### config.mk
export PLATFORM = sky130hd
export DESIGN_NAME = eth_frame_build
export DESIGN_NICKNAME = d
export VERILOG_FILES = /design/src/rtl/eth_pkg.sv /design/src/rtl/eth_word_packer.sv /design/src/rtl/eth_frame_build.sv
export SDC_FILE = /design/constraint.sdc
export NUM_CORES = 1
export LEC_CHECK = 0
export CAP_MARGIN = 5
export CORE_MARGIN = 4
export CORE_UTILIZATION = 30
export DETAILED_ROUTE_END_ITERATION = 8
export PLACE_DENSITY = 0.64
export SYNTH_ARGS = -nofsm -noshare
export SYNTH_HDL_FRONTEND = slang
export SYNTH_SLANG_ARGS = --single-unit
### constraint.sdc
create_clock -name clk -period 4.3 [get_ports clk]
set_input_delay 0.645 -clock clk [delete_from_list [all_inputs] [get_ports clk]]
set_output_delay 0.645 -clock clk [all_outputs]
set_load 0.005 [all_outputs]
### src/rtl/eth_pkg.sv
// eth_pkg: shared frame-building types, constants and byte helpers for the Ethernet TX/RX path
package eth_pkg;
    typedef enum logic [2:0] {IDLE, PRE, HDR, PAY, TAIL, DONE} state_t;
    localparam logic [31:0] PREAMBLE_WORD = 32'h55555555;
    localparam logic [31:0] SFD_WORD = 32'h5D555555;
    localparam logic [15:0] ETHERTYPE_IPV4 = 16'h0800;
    localparam int MIN_PAYLOAD_WORDS = 12;
    function automatic logic [7:0] nibble_swap8(input logic [7:0] b);
        return {b[3:0], b[7:4]};
    endfunction
endpackage

### src/rtl/eth_word_packer.sv
// eth_word_packer: shifts a payload word stream up by two bytes behind a 16-bit head, with a flush word for the leftover carry
module eth_word_packer (
    input  logic        clk,
    input  logic        rst_n,
    input  logic [15:0] head,
    input  logic        sel_head,
    input  logic        advance,
    input  logic [31:0] word_in,
    output logic [31:0] word_out,
    output logic [31:0] flush_word
);
    logic [15:0] carry;
    // keep the upper two bytes of each consumed word for the next output word
    always_ff @(posedge clk) begin
        if (!rst_n) carry <= '0;
        else if (advance) carry <= word_in[31:16];
    end
    assign word_out = {word_in[15:0], sel_head ? head : carry};
    assign flush_word = {16'h0000, carry};
endmodule

### src/rtl/eth_frame_build.sv
// eth_frame_build: builds preamble/SFD, MAC header, EtherType and payload into TX frame RAM; ETH_FRAME_BUILD_PAD_EN pads short payloads to 12 words
module eth_frame_build
    import eth_pkg::*;
#(
    parameter int ADDR_W = 9,
    parameter int MAX_PAYLOAD_WORDS = 506
) (
    input  logic              clk,
    input  logic              rst_n,
    input  logic              start,
    input  logic [ADDR_W-1:0] payload_words,
    input  logic [47:0]       dst_mac,
    input  logic [47:0]       src_mac,
    input  logic [15:0]       eth_type,
    input  logic [31:0]       rd_data,
    output logic [ADDR_W-1:0] rd_addr,
    output logic [31:0]       wr_data,
    output logic [ADDR_W-1:0] wr_addr,
    output logic              wr_ena,
    output logic [ADDR_W-1:0] last_addr,
    output logic              busy,
    output logic              done,
    output logic              err
);
    state_t state, nstate;
    logic [ADDR_W-1:0] n, eff;
    logic [47:0] dst, src;
    logic [15:0] typ;
    logic [31:0] pack_out, flush_word, w2, w3, w4;
    logic adv, sel_head, accept, rd_fetch;

`ifdef ETH_FRAME_BUILD_PAD_EN
    assign eff = (n < ADDR_W'(MIN_PAYLOAD_WORDS)) ? ADDR_W'(MIN_PAYLOAD_WORDS) : n;
`else
    assign eff = n;
`endif

    assign accept = (state == IDLE) && start && (payload_words <= ADDR_W'(MAX_PAYLOAD_WORDS));
    assign rd_fetch = (state == PAY) || (state == HDR && wr_addr >= ADDR_W'(4));
    assign w2 = {nibble_swap8(dst[23:16]), nibble_swap8(dst[31:24]), nibble_swap8(dst[39:32]), nibble_swap8(dst[47:40])};
    assign w3 = {nibble_swap8(src[39:32]), nibble_swap8(src[47:40]), nibble_swap8(dst[7:0]), nibble_swap8(dst[15:8])};
    assign w4 = {nibble_swap8(src[7:0]), nibble_swap8(src[15:8]), nibble_swap8(src[23:16]), nibble_swap8(src[31:24])};
    assign busy = (state != IDLE) && (state != DONE);
    assign done = (state == DONE);
    assign last_addr = done ? eff + ADDR_W'(5) : '0;

    // payload slots past the real length feed zeros instead of RAM data
    eth_word_packer u_packer (
        .clk        (clk),
        .rst_n      (rst_n),
        .head       ({nibble_swap8(typ[7:0]), nibble_swap8(typ[15:8])}),
        .sel_head   (sel_head),
        .advance    (adv),
        .word_in    ((wr_addr < n + ADDR_W'(5)) ? rd_data : 32'h0),
        .word_out   (pack_out),
        .flush_word (flush_word)
    );

    // state, latched request fields, write counter and read-ahead address
    always_ff @(posedge clk) begin
        if (!rst_n) begin
            state <= IDLE;
            n <= '0;
            dst <= '0;
            src <= '0;
            typ <= '0;
            wr_addr <= '0;
            rd_addr <= '0;
            err <= 1'b0;
        end else begin
            state <= nstate;
            wr_addr <= wr_ena ? wr_addr + ADDR_W'(1) : '0;
            err <= (state == IDLE) && start && (payload_words > ADDR_W'(MAX_PAYLOAD_WORDS));
            if (accept) begin
                n <= payload_words;
                dst <= dst_mac;
                src <= src_mac;
                typ <= eth_type;
                rd_addr <= '0;
            end else if (rd_fetch && (rd_addr + ADDR_W'(1) < n)) begin
                rd_addr <= rd_addr + ADDR_W'(1);
            end
        end
    end

    // next state and per-word write data; reads run one word ahead of the packer
    always_comb begin
        nstate = state;
        wr_ena = 1'b0;
        wr_data = '0;
        adv = 1'b0;
        sel_head = 1'b0;
        case (state)
            IDLE: nstate = accept ? PRE : IDLE;
            PRE: begin
                wr_ena = 1'b1;
                wr_data = wr_addr[0] ? SFD_WORD : PREAMBLE_WORD;
                nstate = wr_addr[0] ? HDR : PRE;
            end
            HDR: begin
                wr_ena = 1'b1;
                wr_data = (wr_addr == ADDR_W'(2)) ? w2 : (wr_addr == ADDR_W'(3)) ? w3 : (wr_addr == ADDR_W'(4)) ? w4 : pack_out;
                if (wr_addr == ADDR_W'(5)) begin
                    adv = 1'b1;
                    sel_head = 1'b1;
                    nstate = (eff == '0) ? DONE : (eff == ADDR_W'(1)) ? TAIL : PAY;
                end
            end
            PAY: begin
                wr_ena = 1'b1;
                adv = 1'b1;
                wr_data = pack_out;
                nstate = (wr_addr == eff + ADDR_W'(4)) ? TAIL : PAY;
            end
            TAIL: begin
                wr_ena = 1'b1;
                wr_data = flush_word;
                nstate = DONE;
            end
            DONE: nstate = IDLE;
            default: nstate = IDLE;
        endcase
    end
endmodule

==> results by stage <==
CTS:
- TritonCTS built the clock tree.
- In this run the clock root is driven by a sky130_fd_sc_hd__clkbuf_16.
- In this run the deepest clock path goes through 2 buffers.
- The H-tree generated during clock tree synthesis spans 4 levels.
- The clock-pin transition on the worst setup and hold timing paths is 70 ps.
- TritonCTS created 17 clock buffers.
- The number of buffers added to fix hold violations after cts is 0.
- The later pin in the worst-skew pair is clocked with a latency of 440 ps.
- For this design, the sink count on the clock tree is 159.

Logic synthesis:
- The count of distinct cell types in the synthesized netlist is 56.
- The most used flip-flop cell after synthesis is sky130_fd_sc_hd__dfxtp_1.
- The cell count after synthesis is 1145.
- The share of Yosys cell area claimed by the top area cell type is 0.374.
- The total number of yosys warnings is 0.
- For this run, asynchronously set or reset flops after synthesis account for 0.
- Synthesis produced a netlist with a net count of 1329.
- The cell taking the most area after synthesis is sky130_fd_sc_hd__dfxtp_1.
- The synthesized design contains 0 enable-type register cells.
- Of the synthesized area, sequential elements account for 0.374.
- Synthesis inferred 159 register bits.
- Ranked by total cell area, the synthesized netlist is headed by sky130_fd_sc_hd__dfxtp_1 37%, sky130_fd_sc_hd__nand2_1 13%, sky130_fd_sc_hd__a21oi_1 9.3%, sky130_fd_sc_hd__ha_1 4.1%, sky130_fd_sc_hd__clkbuf_1 3.2%.
- Averaged over all synthesized cells, the footprint is 7.43 um^2.
- The synthesized netlist occupies a cell area of 0.00851 mm^2.

STA:
- The number of max-slew violations in the final report is 0.
- The clock tree skew after final layout is 13.6 ps.
- The worst path in the final design needs a cycle of 4160 ps, including I/O delays and setup.
- The worst path meets setup with 141 ps of slack.
- For the pin with the worst max-slew slack, the measured transition is 884 ps.
- Setup repair after global routing left no endpoint under its margin.
- The worst slew margin relative to its limit is 0.410.
- The final-report hold violation count is 0.
- Setup violations remaining at the end of the flow were counted as 0.
- Dividing the final minimum period by the clock period gives 0.967.
- Setup total negative slack on the finished layout was measured at 0 ps.
- The worst hold-check slack is 456 ps.
- The achievable clock frequency is 240 MHz.

Floorplanning:
- The die is 176 um tall.
- The chip width is 176 um.
- The initial utilization of the core area, before any placement, comes to 0.305.
- The die covers 0.0311 mm^2.
- The region available for standard cell placement spans 0.0279 mm^2.
- In this run the core area contains 61 standard-cell rows.
- 219 I/O pins were placed.

Routing:
- The post-detailed-routing wire length is 31300 um.
- The count of nets left with antenna violations after detail routing is 0.
- The first routing iteration left 735 violations.
- In the final routed layout, each cell accounts on average for 18.2 um.
- The first-pass detailed-route iteration total is 5.
- The via total after detailed routing is 8734.
- The detail-routed via count per cell is 5.09.
- For this run, design rule violations remaining after detail routing come to 0.

GRT:
- After global routing the overflow that remains totals 0.
- The first global-routing pass estimated 47500 um of wire.
- The via count of the first global-routing pass was 8305.
- The number of antenna violations at the first check in global routing is 0.
- The all-layer global routing usage is 0.195.
- The pin count of the biggest net entering global routing is 121.

Place:
- The routability congestion estimate from global placement is 0.881.
- The total half-perimeter wirelength after legalization and detailed placement is 23800 um.
- The worst setup slack before clock tree synthesis is 302 ps.
- The number of buffers added on ports is 218.

Pwr:
- VDD sags by at most 0.250 mV.
- Summed over all cells, the static leakage comes to 4.29 nW.
- The power per unit of standard cell area is 354 mW/mm^2.

Cells and area:
- The repair_antennas step left the layout with diodes totalling 0.
- Leaving out fill and tap cells, the most frequent cell in the layout is sky130_fd_sc_hd__nand2_1.
- The area of the multi-input gates is 0.00493 mm^2.
- In the final layout, the share of cells above drive strength 1 is 0.0628.
- The top cell types in the final layout, fill and taps aside, are 294 x sky130_fd_sc_hd__nand2_1, 218 x sky130_fd_sc_hd__clkdlybuf4s50_1, 157 x sky130_fd_sc_hd__a21oi_1, 156 x sky130_fd_sc_hd__dfxtp_1, 68 x sky130_fd_sc_hd__nor2_1.
- For this run, the post-layout net count is 1509.
- The area of all sequential standard cells is 0.00319 mm^2.
- The synthesis-to-finish area growth is 37.2%.
- The final-layout fill cell count is 2898.

Critical path:
- Of all nets on the critical path, the largest fanout is 15.
- The slowest stage cell on the critical path is sky130_fd_sc_hd__or4_4.
- The most frequent cell on the critical path is sky130_fd_sc_hd__nor2_2.
- Data on the critical path arrives at its endpoint at 3510 ps.
- At the worst endpoint, the required time is 3650 ps.
- On the worst path, the slowest cell contributes a delay of 580 ps.
- STA classifies the critical path startpoint as a register.
- The worst setup path is of the reg2out kind.
- The number of cells on the worst reg-to-reg path is 12.
- The critical path goes through or4_4, nor2_2, nand3_1, nor2_2, a22oi_1, o211ai_1, clkdlybuf4s50_1.
- The type of element capturing the critical path is an output pin.

Hold path:
- The cell count of the worst hold path is 2.
- The path class of the lowest-slack min-delay path is reg2reg.

Run:
- The count of maximum capacitance violations is 0.

Status:
- The run finished with clean final reports.
==> final timing paths <==
kind / startpoint / endpoint / slack, ps
hold / removal: dst[6] / dst[6] / 460
hold reg to reg: dst[6] / dst[6] / 460
setup / recovery: wr_addr[7] / wr_data[27] / 140
setup reg to reg: rd_addr[0] / rd_addr[7] / 1520
==> flip-flops by register name, indices dropped and copies added, names as in the netlist <==
signal and flops:
dst 48, eff 9, err 1, rd_addr 9, src 48, state 3
typ 16, u_packer.carry 16, wr_addr 9
==> layout make-up <==
class / count / share of cell area
clock inverters: 14 / 0.0143
well taps: 378 / 0.0405
multi-input cells: 880 / 0.422
flip-flops and latches: 159 / 0.273
repair buffers: 243 / 0.205
clock buffers: 18 / 0.0376
inverters: 24 / 0.00782
==> power breakdown <==
part	internal, mW	switching, mW
clock network	0.847	0.725
registers	1.59	0.107
logic	0.400	0.468
==> cells in the mapped netlist (all sizes together) (6+ instances only) <==
cell type    n
and3        10
nor3b        9
a31o         7
a21o        12
a22oi       30
xor2        25
buf         10
clkbuf      72
ha          28
inv         24
xnor2       13
o21ai       45
nor2b        6
dfxtp      159
nor2        72
nand3       21
o211ai      24
a22o        17
nand2      294
nand2b      10
mux2i       15
o221ai       8
nor3        20
a21oi      158
nand4        6
==> through the flow <==
stage / power [mW] / instance area (um^2) / utilization / instances
2_1_floorplan: 2.14 / 8510 / - / 1145
3_3_place_gp: 2.59 / 11100 / 0.397 / 1684
3_5_place_dp: 2.60 / 11100 / 0.397 / 1684
4_1_cts: 4.17 / 11700 / 0.419 / 1716
5_1_grt: 4.34 / 11700 / 0.419 / 1716
6_report: 4.14 / 11700 / 0.419 / 1716
==> layer usage <==
layer  vias up  GRT usage  routed length, um
met5         -          0                  0
met4         0     0.0609                740
met3        38     0.0340               1680
met2       293      0.309              14300
met1      4079      0.270              14600
li1       4324          -                  -
==> logic make-up (layout without fill, tap and decap cells) <==
| group | Yosys count | count (layout) | synth area share |
|---|---|---|---|
| AO/OA/AOI/OAI | 328 | 328 | 0.238 |
| XOR/XNOR | 39 | 39 | 0.0418 |
| adder cells (fa/ha/maj) | 28 | 28 | 0.0412 |
| buffers and inverters | 106 | 299 | 0.0499 |
| flip-flops | 159 | 159 | 0.374 |
| multiplexers | 15 | 15 | 0.0176 |
| AND/OR/NAND/NOR | 470 | 470 | 0.238 |
==> worst max-delay path: cells and delay by family (launching register included) <==
kind                   cells  cell delay (ps)
AOI/OAI and AO/OA          2              350
and+or+nand+nor            4             1740
DFF                        1              410
buffers and inverters      1              570
==> repair_timing <==
action	in CTS	in global routing
setup buffers	0	0
endpoints found under the setup margin	7	16
gates resized for setup	1	6
Power figures use the tool's default switching activity.
